**config.mk**
```make
export PLATFORM = sky130hd
export DESIGN_NAME = gpio_in_cond
export DESIGN_NICKNAME = d
export VERILOG_FILES = /design/src/rtl/gpio_in_cond.sv
export SDC_FILE = /design/constraint.sdc
export NUM_CORES = 1
export LEC_CHECK = 0
export CAP_MARGIN = 10
export CELL_PAD_IN_SITES_DETAIL_PLACEMENT = 2
export CELL_PAD_IN_SITES_GLOBAL_PLACEMENT = 2
export CORE_MARGIN = 10
export CORE_UTILIZATION = 38
export CTS_CLUSTER_DIAMETER = 40
export DETAILED_ROUTE_END_ITERATION = 8
export DONT_BUFFER_PORTS = 1
export PLACE_DENSITY = 0.84
export SLEW_MARGIN = 20
export SYNTH_ARGS = -nofsm -noshare
export SYNTH_HDL_FRONTEND = slang
export SYNTH_SLANG_ARGS = --single-unit
export TNS_END_PERCENT = 1
```
**constraint.sdc**
```tcl
create_clock -name clk -period 2.25 [get_ports clk]
set_input_delay 0.225 -clock clk [delete_from_list [all_inputs] [get_ports clk]]
set_output_delay 0.225 -clock clk [all_outputs]
set_load 0.05 [all_outputs]
```
**src/rtl/gpio_in_cond.sv**
```systemverilog
// ---------------------------------------------------------------------------
// gpio_in_cond
//   Conditions the raw GPIO pads before the gpio register block sees them.
//   Each bit is synchronised with two flops and then debounced. A new level
//   is accepted only after it has been stable for DB_CYCLES synced cycles.
//   Level changes are latched into sticky per-bit status bits when the
//   matching rise/fall enable is set, and a maskable interrupt is raised.
//   The block has its own small register window on the shared bus.
//
//   Ports
//     clk      in   1      system clock, posedge
//     rst      in   1      asynchronous active-high reset
//     pins_in  in   WIDTH  raw asynchronous pad inputs
//     addr     in   16     bus address, only [3:0] decoded
//     wdata    in   16     bus write data
//     we       in   1      single-cycle write strobe (externally decoded)
//     rdata    out  16     read data, combinational from addr[3:0]
//     gpio_in  out  WIDTH  debounced level
//     irq      out  1      |(status & mask)
//
//   Register window (addr[3:0])
//     0x0 LEVEL     RO   debounced level
//     0x4 STATUS    W1C  sticky edge events
//     0x8 IRQ_MASK  RW
//     0xC EDGE_CFG  RW   [7:0] rise enables, [15:8] fall enables
//   The fields are packed into 8-bit slots, so WIDTH must not exceed 8.
// ---------------------------------------------------------------------------

// ---------------------------------------------------------------------------
// gpio_in_cond_lane
//   One input bit: 2-flop synchroniser, debounce counter, held level.
//   rise_o/fall_o pulse combinationally in the cycle before the level
//   register changes, so the parent can latch the event on the same edge
//   that updates the level.
//
//   Ports
//     clk      in   1  system clock
//     rst      in   1  asynchronous active-high reset
//     pin_i    in   1  raw pad input
//     level_o  out  1  debounced level
//     rise_o   out  1  level goes 0->1 at the next edge
//     fall_o   out  1  level goes 1->0 at the next edge
// ---------------------------------------------------------------------------
module gpio_in_cond_lane #(
    parameter int DB_CYCLES = 4
) (
    input  logic clk,
    input  logic rst,
    input  logic pin_i,
    output logic level_o,
    output logic rise_o,
    output logic fall_o
);

    // One spare bit so DB_CYCLES-1 always fits, including DB_CYCLES=1.
    localparam int CW = $clog2(DB_CYCLES) + 1;
    localparam logic [CW-1:0] CNT_LAST = CW'(DB_CYCLES - 1);

    logic          s1_q, s2_q;
    logic          level_q, level_d;
    logic [CW-1:0] cnt_q, cnt_d;

    // The counter restarts whenever the synced input agrees with the held
    // level, so any glitch shorter than DB_CYCLES leaves the level alone.
    // It is cleared on acceptance and never runs past CNT_LAST.
    always_comb begin
        level_d = level_q;
        cnt_d   = '0;
        if (s2_q != level_q) begin
            if (cnt_q == CNT_LAST) begin
                level_d = s2_q;
            end else begin
                cnt_d = cnt_q + 1'b1;
            end
        end
    end

    always_ff @(posedge clk or posedge rst) begin
        if (rst) begin
            s1_q    <= 1'b0;
            s2_q    <= 1'b0;
            level_q <= 1'b0;
            cnt_q   <= '0;
        end else begin
            s1_q    <= pin_i;
            s2_q    <= s1_q;
            level_q <= level_d;
            cnt_q   <= cnt_d;
        end
    end

    assign level_o = level_q;
    assign rise_o  =  level_d & ~level_q;
    assign fall_o  = ~level_d &  level_q;

endmodule

module gpio_in_cond #(
    parameter int WIDTH     = 8,
    parameter int DB_CYCLES = 4
) (
    input  logic             clk,
    input  logic             rst,
    input  logic [WIDTH-1:0] pins_in,
    input  logic [15:0]      addr,
    input  logic [15:0]      wdata,
    input  logic             we,
    output logic [15:0]      rdata,
    output logic [WIDTH-1:0] gpio_in,
    output logic             irq
);

    localparam logic [3:0] OFF_LEVEL  = 4'h0;
    localparam logic [3:0] OFF_STATUS = 4'h4;
    localparam logic [3:0] OFF_MASK   = 4'h8;
    localparam logic [3:0] OFF_EDGE   = 4'hC;

    typedef struct packed {
        logic [3:0]  off;
        logic [15:0] wdata;
        logic        we;
    } bus_req_t;

    bus_req_t req;
    assign req = '{off: addr[3:0], wdata: wdata, we: we};

    // Upper address bits are decoded outside this block.
    logic unused_addr;
    assign unused_addr = ^addr[15:4];

    logic [WIDTH-1:0] rise, fall;
    logic [WIDTH-1:0] status_q, status_d;
    logic [WIDTH-1:0] mask_q, mask_d;
    logic [WIDTH-1:0] rise_en_q, rise_en_d;
    logic [WIDTH-1:0] fall_en_q, fall_en_d;
    logic [WIDTH-1:0] w1c;
    logic [WIDTH-1:0] ev;

    for (genvar i = 0; i < WIDTH; i++) begin : g_lane
        gpio_in_cond_lane #(
            .DB_CYCLES(DB_CYCLES)
        ) u_lane (
            .clk    (clk),
            .rst    (rst),
            .pin_i  (pins_in[i]),
            .level_o(gpio_in[i]),
            .rise_o (rise[i]),
            .fall_o (fall[i])
        );
    end

    // Register writes and event latching. Events are qualified with the
    // registered enables, so an edge landing on the same clock as an
    // EDGE_CFG write still sees the old enables. The event OR comes after
    // the W1C clear so a coincident event keeps its status bit set.
    always_comb begin
        mask_d    = mask_q;
        rise_en_d = rise_en_q;
        fall_en_d = fall_en_q;
        w1c       = '0;
        if (req.we) begin
            case (req.off)
                OFF_STATUS: w1c = req.wdata[WIDTH-1:0];
                OFF_MASK:   mask_d = req.wdata[WIDTH-1:0];
                OFF_EDGE: begin
                    rise_en_d = req.wdata[WIDTH-1:0];
                    fall_en_d = req.wdata[8 +: WIDTH];
                end
                default: ;
            endcase
        end
        ev       = (rise & rise_en_q) | (fall & fall_en_q);
        status_d = (status_q & ~w1c) | ev;
    end

    always_ff @(posedge clk or posedge rst) begin
        if (rst) begin
            status_q  <= '0;
            mask_q    <= '0;
            rise_en_q <= '0;
            fall_en_q <= '0;
        end else begin
            status_q  <= status_d;
            mask_q    <= mask_d;
            rise_en_q <= rise_en_d;
            fall_en_q <= fall_en_d;
        end
    end

    always_comb begin
        rdata = '0;
        case (req.off)
            OFF_LEVEL:  rdata[WIDTH-1:0] = gpio_in;
            OFF_STATUS: rdata[WIDTH-1:0] = status_q;
            OFF_MASK:   rdata[WIDTH-1:0] = mask_q;
            OFF_EDGE: begin
                rdata[WIDTH-1:0]  = rise_en_q;
                rdata[8 +: WIDTH] = fall_en_q;
            end
            default: ;
        endcase
    end

    assign irq = |(status_q & mask_q);

endmodule

```
# == Yosys cells after proc, flatten, opt, wreduce, memory -nomap -nowiden ==
# Cells that the tools add are included.
# Widths: inputs -> output; s select.
# word_totals
register_bits,80
in_bits,43
output_inout_bits,25
word_cells,142
# classes
n_addsub,8
eq_ne,19
n_mux,36
n_bitwise,39
n_reduce_logical,4
# op_table
cell,count
$mux 3,16
$and 8x8->8,4
$pmux 8 s4,1
$add 3x1->3 const B,8
$eq 3x2->1 const B,8
$mux 8,3
$and 1x1->1,16
$mux 1,16
$not 1->1,16
$or 8x8->8,2
$eq 4x4->1 const B,2
$ne 1x1->1,8
$not 8->8,1
$reduce_or 8->1,1
$eq 4x3->1 const B,1
$logic_not 4->1,1
$reduce_and 2->1,2

# == Depth between registers and ports, before layout ==
# Gate-level depths: netlist of run 1.
# logic_depth
ltp_word,8
depth_mapped,5
depth_no_buf,4

# == Hierarchy ==
# From an unflattened synthesis of run 1, not the netlist that was laid out.
# unflattened
hier_cells,268
hier_area_um2,3537.1
# by_module_without_submodules
mod,n_inst,cells_per_inst,area_per_inst_um2,seq_area_each_um2
gpio_in_cond_lane,8,16,239.0,150.1
gpio_in_cond,1,140,1625.3,800.8

# == Worst setup path before layout of run 1 ==
# No wires, ideal clock.
# synth_timing
path_type,input to output
from,in addr[2]
to,out rdata[0]
arrival_ns,1.386
required_time_ns,2.025
slack_ns,0.639
path_stages,5
n_path_buf,2
cell_sequence,buf_6 -> clkbuf_1 -> mux2i_1 -> nor2_1 -> a221o_1
# synth_between
elab_chain_len,2
word_cells_on_any_way,5
classes_between,3 x eq/ne; 1 x mux; 1 x reduce/logical
# synth_rtl
item,line_no,source
from (decl),105,"input logic [15:0] addr,"
$eq 4x4->1 (tied with other cells),192,case (req.off)
$pmux 8 s4 *,192,
to (decl),108,"output logic [15:0] rdata,"
# Mark *: on every way between the ends. The rest lies on a longest branch, timed or not.

# == Worst setup path after layout of run 1 ==
# layout_timing
from,reg status_q[4]
to,out rdata[4]
# layout_between
elab_chain_len,1
# layout_rtl
item,line_no,source
from (decl),132,"logic [WIDTH-1:0] status_q, status_d;"
from (signal assigned),183,status_q <= status_d;
$pmux 8 s4,192,
# Every way passes these cells.

==> flow_summary.toml, run 1 <==
[sta]
setup_viol = 0
post-route-period-util = 0.787
tns_ps = 0
clock_skew_ps = 7.97
fmaxAchievable_ghz = 0.564
min_period_ps = 1770
final_max_slew_viol_count = 0
report.final.hold_viol_count = 0
rsz0062_at_grt = "false"
worst_pin_slew_ps = 783
max_slew_margin = 0.474

[die]
ios = 68
die_w_um = 116
core_um2 = 8810
rows = 34
start_util = 0.394
die-area_um2 = 13300
die_h_um = 116

[final_layout]
fin_nets = 347
syn_to_final_growth_pct = 16.1
antenna_cells = 0
drive_above_1_share = 0.259
stdcell_area_um2 = 4020

[yosys]
synth_top_area_frac = 0.578
seq_area_frac_synth = 0.578
syn-instance-count = 265
syn_area_um2 = 3470
synth_edf_count = 0
ys_ff_latch = 80
ys_types = 31
synth_area_leaders = "dfrtp_1 58%, mux2_2 10%, nor3b_1 3.0%"
synth.avg_cell_area_um2 = 13.1
ys_async_sr_fraction = 1.00
ys_warn_count = 0
synth_flop_cell = "dfrtp_1"
synth_most_common_cell = "dfrtp_1"
synth_top_area_cell = "dfrtp_1"
synth_top_cells_by_count = "80 x dfrtp_1, 32 x mux2_2, 14 x nor3b_1"
synth_nets = 316

[power]
vdd_drop_max_v = 0.000493
intPower_mw = 3.00
switchingPower_mw = 1.71
swShare = 0.363
leakage_nw = 1.82
p_total_mw = 4.70
clkPwrFrac = 0.230
pwr-share-comb = 0.328
p_per_area_nw_per_um2 = 1170
seqPwrFrac = 0.441

[placement]
port-buffer-count = 0
dp.final_hpwl_um = 6410
gp_congestion = 0.729
place_area_um2 = 3730

[route]
drc_errors = 0
wire_per_inst_um = 22.3
routed_wirelength_um = 9110
ant_nets = 0
dr.pass1.iters = 4
drt-vias-per-instance = 5.52
drt_iter0_drc = 49
vias = 2257

[clock_network]
ctsResizeCount = 0
post-cts-setup-buffer-count = 0
postCtsHoldBufs = 9
h-tree-depth = 3
cts_root_buffer = "clkbuf_8"
cts-buffers-inserted = 9
clk_pin_slew_ps = 80
cts_tree = "built"
clock_sinks = 80
cts_buffer_depth = 2
clock_latency_ps = 340

[global_routing]
grt_pass1_vias = 2694
track_usage = 0.142
grt_pass1_wl_um = 14800
antenna_found_initial = 0
grt_max_degree = 62
grt-ovfl-total = 0

[critical_path]
r2r_slack_ps = 930
slowest_stage = "dfrtp_1"
cp-end-kind = "output port"
worstPathMaxFanout = 3
crit_required_ps = 2030
path_class = "flip-flop to output port"
crit_end = "rdata[4]"
cpPeakStageDelay_ps = 420
rr_startpoint = "g_lane[3].u_lane.cnt_q[0]"
crit_start = "status_q[4]"
start_kind = "flip-flop"
cp.arrival_ps = 1550
rr_worst_depth = 3
timing.rr.end = "g_lane[3].u_lane.level_o"
crit_chain = "mux2i_1 > nor2_1 > a221o_1 > buf_4"

[run_status]
outcome = "finished, final reports clean"

[hold_path]
whs_path_depth = 1
hp-class = "input pin to flip-flop"

[flow_run]
cap_violations = 0
sequential cells by signal, summed over array words and instances (netlist names):
register	cells
fall_en_q	8
g_lane.u_lane.cnt_q	24
g_lane.u_lane.level_o	8
g_lane.u_lane.s1_q	8
g_lane.u_lane.s2_q	8
mask_q	8
rise_en_q	8
status_q	8
layout make-up:
cell class              instances  area [um2]
clock buffers                  11         151
multi-input cells             167        1360
flip-flops and latches         80        2000
repair buffers                 35         310
well taps                     108         135
clock inverters                 5        55.1
fillers                       864        4780
inverters                       3        15.0
layer usage:
layer / vias to the layer above / global-route usage / part of all wire
met2: 52 / 0.251 / 0.52
li1: 1010 / - / -
met5: - / 0 / 0
met1: 1185 / 0.160 / 0.40
met4: 0 / 0.0439 / 0.011
met3: 10 / 0.0465 / 0.065
per-stage QoR:
step           setup slack (ps)  hold slack (ps)  std cells   util
6_report                    478             22.9        409  0.457
3_5_place_dp                603              145        384  0.423
3_3_place_gp                615              130        384  0.423
5_1_grt                     415             3.37        409  0.457
4_1_cts                     445             10.1        409  0.457
2_1_floorplan               639              256        265      -
cell usage in the layout, fill, tap and decap left out, types with 6 or more instances in the layout:
| cell | netlist | final |
|---|---|---|
| ha_1 | 8 | 8 |
| nor2_1 | 9 | 9 |
| clkbuf_8 | 0 | 11 |
| dfrtp_1 | 80 | 80 |
| nor3b_1 | 14 | 14 |
| mux2i_1 | 8 | 8 |
| and2_1 | 8 | 8 |
| o21ai_0 | 10 | 10 |
| nand3b_1 | 9 | 9 |
| dlygate4sd3_1 | 0 | 9 |
| buf_4 | 8 | 24 |
| nand4_1 | 6 | 6 |
| nor3_1 | 6 | 6 |
| xnor2_1 | 8 | 8 |
| nand2_1 | 8 | 8 |
| mux2_2 | 32 | 32 |
| a221o_1 | 8 | 8 |
critical path: cells and delay by family, from the launching register on:
| family | cells | cell delay, ps |
|---|---|---|
| mux | 1 | 200 |
| buf+inv | 1 | 200 |
| compound gates | 1 | 310 |
| flops | 1 | 420 |
| simple gates | 1 | 70 |
worst min-delay path by stage:
| stage | from | end | slack [ps] |
|---|---|---|---|
| final | wdata[13] | fall_en_q[5] | 20 |
| after global routing | wdata[13] | fall_en_q[5] | 3 |
| after CTS | wdata[7] | rise_en_q[7] | 10 |
| after detailed placement | rst | g_lane[5].u_lane.s1_q | 140 |
| after global placement | rst | g_lane[5].u_lane.s1_q | 130 |
| after floorplan | pins_in[0] | g_lane[0].u_lane.s1_q | 260 |
power by group through the flow:
stage	Combinational (mW)	Clock, mW	Sequential [mW]
6_report	1.54	1.08	2.08
3_5_place_dp	1.53	0	2.09
5_1_grt	1.69	1.18	2.13
4_1_cts	1.57	1.11	2.07
3_3_place_gp	1.45	0	2.05
2_1_floorplan	1.20	0	2.05
cell families after synthesis:
| kind of cell | synth area share |
|---|---|
| multiplexers | 0.127 |
| buffers and inverters | 0.0314 |
| flip-flops | 0.578 |
| AO/OA/AOI/OAI | 0.0653 |
| AND/OR/NAND/NOR | 0.149 |
| adder cells (fa/ha/maj) | 0.0289 |
| XOR/XNOR | 0.0202 |
Power figures use the tool's default switching activity.
==> run 2, diff against run 1 <==
- clock period: 2.25 -> 1.4 ns (I/O delays scaled with it)
==> run 2 against run 1 <==
Against the previous run: the run now ends with negative setup slack left; register-to-register slack worse by 820 ps; critical path depth unchanged; first-iteration DRC count up 71%; utilization up 5.8 points; combinational power up 86%; sequential power up 62%; clock-buffer cell count unchanged; worst setup slack worse by 780 ps; final cell count up 7.6%; worst hold slack worse by 18 ps; critical path type unchanged; critical endpoint is now rdata[6]; largest power group unchanged.
==> flow_summary.toml, run 2 (same netlist as run 1, synthesis figures left out) <==
[final_layout]
largest-register = "g_lane.u_lane.cnt_q"
fin_nets = 378
final_cell_mix = "80 x dfrtp_1, 32 x mux2_2, 28 x dlygate4sd3_1, 19 x buf_12, 18 x buf_4"
drive_above_1_share = 0.283
final_common_cell = "dfrtp_1"
syn_to_final_growth_pct = 30.8
antenna_cells = 0
largest_register_ffs = 24

[die]
die_w_um = 116
die-area_um2 = 13300
core_um2 = 8810
start_util = 0.394
rows = 34
die_h_um = 116
ios = 68

[clock_network]
cts-buffers-inserted = 9
cts_tree = "built"
h-tree-depth = 3
clock_sinks = 80
clock_latency_ps = 360
cts_root_buffer = "clkbuf_8"
cts_buffer_depth = 2
clk_pin_slew_ps = 90

[critical_path]
cp.arrival_ps = 1560
crit_family = "flip-flops"
crit_required_ps = 1260
crit_chain = "mux2i_1 > nor2_1 > a221o_1 > buf_12"
cpPeakStageDelay_ps = 420
worstPathMaxFanout = 3
timing.critical_path.buf_inv = 1
cp-end-kind = "output port"
start_kind = "flip-flop"
path_class = "flip-flop to output port"
slowest_stage = "dfrtp_1"

[power]
switchingPower_mw = 2.98
seqPwrFrac = 0.419
p_per_area_nw_per_um2 = 1770
leakage_nw = 2.01
p_total_mw = 8.03
swShare = 0.371
vdd_drop_max_v = 0.000777
clkPwrFrac = 0.223
intPower_mw = 5.05
pwr-share-comb = 0.358

[sta]
min_period_ps = 1700
fmaxAchievable_ghz = 0.588
clock_skew_ps = 13.9
rsz0062_at_grt = "true"
report.final.hold_viol_count = 0
worst_pin_slew_ps = 434
tns_ps = -2320
max_slew_margin = 0.711
setup_viol = 9
hold_slack_ps = 4.60
post-route-period-util = 1.22
layout_setup_ws_ps = -302
final_max_slew_viol_count = 0

[route]
drc_errors = 0
drt_iter0_drc = 84
routed_wirelength_um = 11000
drt-vias-per-instance = 5.59
vias = 2461
wire_per_inst_um = 24.9
ant_nets = 0
dr.pass1.iters = 4

[global_routing]
grt_pass1_vias = 2936
grt_max_degree = 81
grt_pass1_wl_um = 17500
antenna_found_initial = 0
track_usage = 0.174
grt-ovfl-total = 0

[placement]
dp.final_hpwl_um = 6860
gp_congestion = 0.716
port-buffer-count = 0

[run_status]
violations = "negative setup slack"
outcome = "complete, but fails checks"

[flow_run]
cap_violations = 0

[hold_path]
hp-class = "input pin to flip-flop"
run 2: worst paths after layout:
| path | start | endpoint | slack [ps] | cells after the start |
|---|---|---|---|---|
| max in group asynchronous | rst | g_lane[4].u_lane.cnt_q[2] | 690 | 3 |
| worst min-delay path | wdata[6] | status_q[6] | 5 | 2 |
| min in group asynchronous | rst | g_lane[5].u_lane.s2_q | 370 | 3 |
| worst max-delay path | status_q[6] | rdata[6] | -300 | 4 |
| worst min register to register | g_lane[1].u_lane.s1_q | g_lane[1].u_lane.s2_q | 350 | 0 |
| worst max register to register | g_lane[5].u_lane.level_o | status_q[5] | 110 | 4 |
run 2: power by group through the flow:
stage                     Combinational (mW)  Clock [mW]  Sequential (mW)
final                                   2.87        1.79             3.37
after global routing                    3.13        1.93             3.45
after CTS                               2.81        1.80             3.32
after detailed placement                2.66           0             3.37
after global placement                  2.50           0             3.30
after floorplan                         1.92           0             3.30
run 2: stage by stage:
step	utilization	instance area (um2)	std cells	worst slack, ps
floorplan	-	3470	265	-41.3
global placement	0.457	4020	395	121
detailed placement	0.457	4020	395	66.7
CTS	0.512	4510	439	-229
global route	0.515	4530	440	-362
finish	0.515	4530	440	-302
run 2: area by class of cell:
type / count / area (um2)
flip-flops and latches: 80 / 2000
fillers: 808 / 4270
clock buffers: 11 / 151
repair buffers: 66 / 807
multi-input cells: 167 / 1370
inverters: 3 / 15.0
clock inverters: 5 / 55.1
well taps: 108 / 135
run 2: metal layers:
layer / track usage / wire (um) / vias up
met5: 0 / 0 / -
met4: 0.0963 / 362 / 0
met3: 0.0450 / 499 / 25
met2: 0.299 / 5630 / 64
met1: 0.192 / 4460 / 1297
li1: - / - / 1075
run 2: timing repair:
item	in CTS	in global routing
endpoints found under the hold margin	113	1
buffers inserted	1	0
setup endpoints to repair	9	11
pin swaps	1	1
resized for setup	1	4
hold buffers	27	1
==> run 3, diff against run 2 <==
- CORE_ASPECT_RATIO: unset -> 0.5
- SETUP_SLACK_MARGIN: unset -> 0.4
==> run 3 against run 2 <==
Against the previous run: the flow still finishes with violations (negative setup slack); maximum frequency grew 0.94%; clock skew shrank 4.0 ps; worst hold slack gained 15 ps; first-iteration DRC count grew 89%; highest routed layer unchanged.
==> flow_summary.toml, run 3 (same netlist as run 1, synthesis figures left out) <==
[placement]
port-buffer-count = 0
dp.final_hpwl_um = 6720
gp_congestion = 0.790
pre_cts_slack_ps = 103

[global_routing]
antenna_found_initial = 0
grt_pass1_vias = 2817
track_usage = 0.192
grt-ovfl-total = 0
grt_pass1_wl_um = 19300
grt_max_degree = 35

[sta]
setup_viol = 9
clock_skew_ps = 9.92
final_max_slew_viol_count = 0
worst_pin_slew_ps = 552
post-route-period-util = 1.20
report.final.hold_viol_count = 0
layout_setup_ws_ps = -286
rsz0062_at_grt = "true"
max_slew_margin = 0.631
fmaxAchievable_ghz = 0.593
min_period_ps = 1690

[power]
leakage_nw = 2.07
p_per_area_nw_per_um2 = 2080
p_total_mw = 10.1
vdd_drop_max_v = 0.00147

[clock_network]
clk_pin_slew_ps = 60
cts_buffer_depth = 2
h-tree-depth = 3
clock_latency_ps = 350
cts-buffers-inserted = 9
cts_tree = "built"
cts_root_buffer = "clkbuf_16"
clock_sinks = 80

[final_layout]
largest-register = "g_lane.u_lane.cnt_q"
fin_nets = 360
syn_to_final_growth_pct = 40.3
drive_above_1_share = 0.475
largest_register_ffs = 24
fillers = 771
final_common_cell = "dfrtp_1"
final_cell_mix = "74 x dfrtp_1, 25 x mux2_2, 25 x dlygate4sd3_1, 10 x nor3b_2"
antenna_cells = 0

[route]
vias = 2464
ant_nets = 0
wire_per_inst_um = 30.9
routed_wirelength_um = 13300
drc_errors = 0
dr.pass1.iters = 4
drt-vias-per-instance = 5.72
drt_iter0_drc = 159

[critical_path]
slowest_stage = "a221o_2"
crit_chain = "mux2i_1 > nor2_1 > a221o_2"
crit_required_ps = 1260
cp.arrival_ps = 1550
r2r_slack_ps = 80
rr_worst_depth = 3
worstPathMaxFanout = 2
cpPeakStageDelay_ps = 450
timing.critical_path.buf_inv = 0
timing.rr.end = "status_q[3]"
cp-end-kind = "output port"
crit_family = "compound AO/OA/AOI/OAI gates"
rr_startpoint = "g_lane[3].u_lane.s2_q"
path_depth = 3
start_kind = "flip-flop"
path_class = "flip-flop to output port"

[die]
die_w_um = 155
ios = 68
die_h_um = 87.5
start_util = 0.394
die-area_um2 = 13600
rows = 24
core_um2 = 8800

[hold_path]
holdPathEnd = "status_q[7]"
hp-class = "input pin to flip-flop"
whs_path_depth = 2
hold_start = "wdata[7]"

[flow_run]
cap_violations = 0

[run_status]
violations = "negative setup slack"
outcome = "complete, but fails checks"
[run 3: cell count changes in the layout (fill, tap and decap cells not counted), moves of 9 or more]
| cell | previous run | this run |
|---|---|---|
| clkbuf_8 | 11 | 2 |
| clkbuf_16 | 0 | 9 |
| buf_4 | 18 | 8 |
| buf_12 | 19 | 4 |
| nor3b_1 | 14 | 2 |
| nor3b_2 | 0 | 10 |
[run 3: layout make-up]
class / instances / area (um2) / share of cell area
clock buffers: 13 / 260 / 0.0535
clock inverters: 3 / 40.0 / 0.00823
inverters: 3 / 22.5 / 0.00463
multi-input cells: 167 / 1860 / 0.382
flip-flops and latches: 80 / 2010 / 0.413
well taps: 117 / 146 / 0.0301
repair buffers: 48 / 529 / 0.109
[run 3: where the power goes]
part           internal [mW]  switching (mW)  total, mW
combinational           1.91            2.10       4.01
clock                   1.48           0.988       2.46
sequential              2.92           0.730       3.65
total                   6.31            3.82       10.1
[run 3: layer usage]
| layer | up-vias | track usage | wire (um) | part of all wire |
|---|---|---|---|---|
| li1 | 1037 | - | - | - |
| met2 | 64 | 0.339 | 6870 | 0.52 |
| met4 | 0 | 0.0759 | 265 | 0.020 |
| met1 | 1344 | 0.226 | 5540 | 0.42 |
| met5 | - | 0 | 0 | 0 |
| met3 | 19 | 0.0445 | 625 | 0.047 |
[run 3: worst max-delay path by stage]
stage | start | to | slack, ps
after floorplan | addr[2] | rdata[0] | 120
after global placement | addr[1] | rdata[5] | 160
after detailed placement | addr[1] | rdata[2] | 100
after CTS | status_q[2] | rdata[2] | -200
after global routing | g_lane[7].u_lane.level_o | rdata[7] | -320
final | g_lane[3].u_lane.level_o | rdata[3] | -290
[run 3: repair_timing]
item                                   in CTS  in global routing
hold buffers                               25                  0
pin swaps                                  26                 37
buffers inserted                            2                  1
endpoints found under the hold margin      49                  0
gates resized for setup                    97                 27
setup endpoints to repair                  60                 65
[run 3: stage by stage]
step	hold slack (ps)	setup TNS, ps	util	cells	cell area [um2]
after floorplan	171	0	-	265	3520
after global placement	50.0	0	0.423	387	3720
after detailed placement	66.5	0	0.423	387	3720
after CTS	23.6	-1590	0.537	430	4720
after global routing	17.2	-2520	0.553	431	4860
final	19.2	-2100	0.553	431	4860
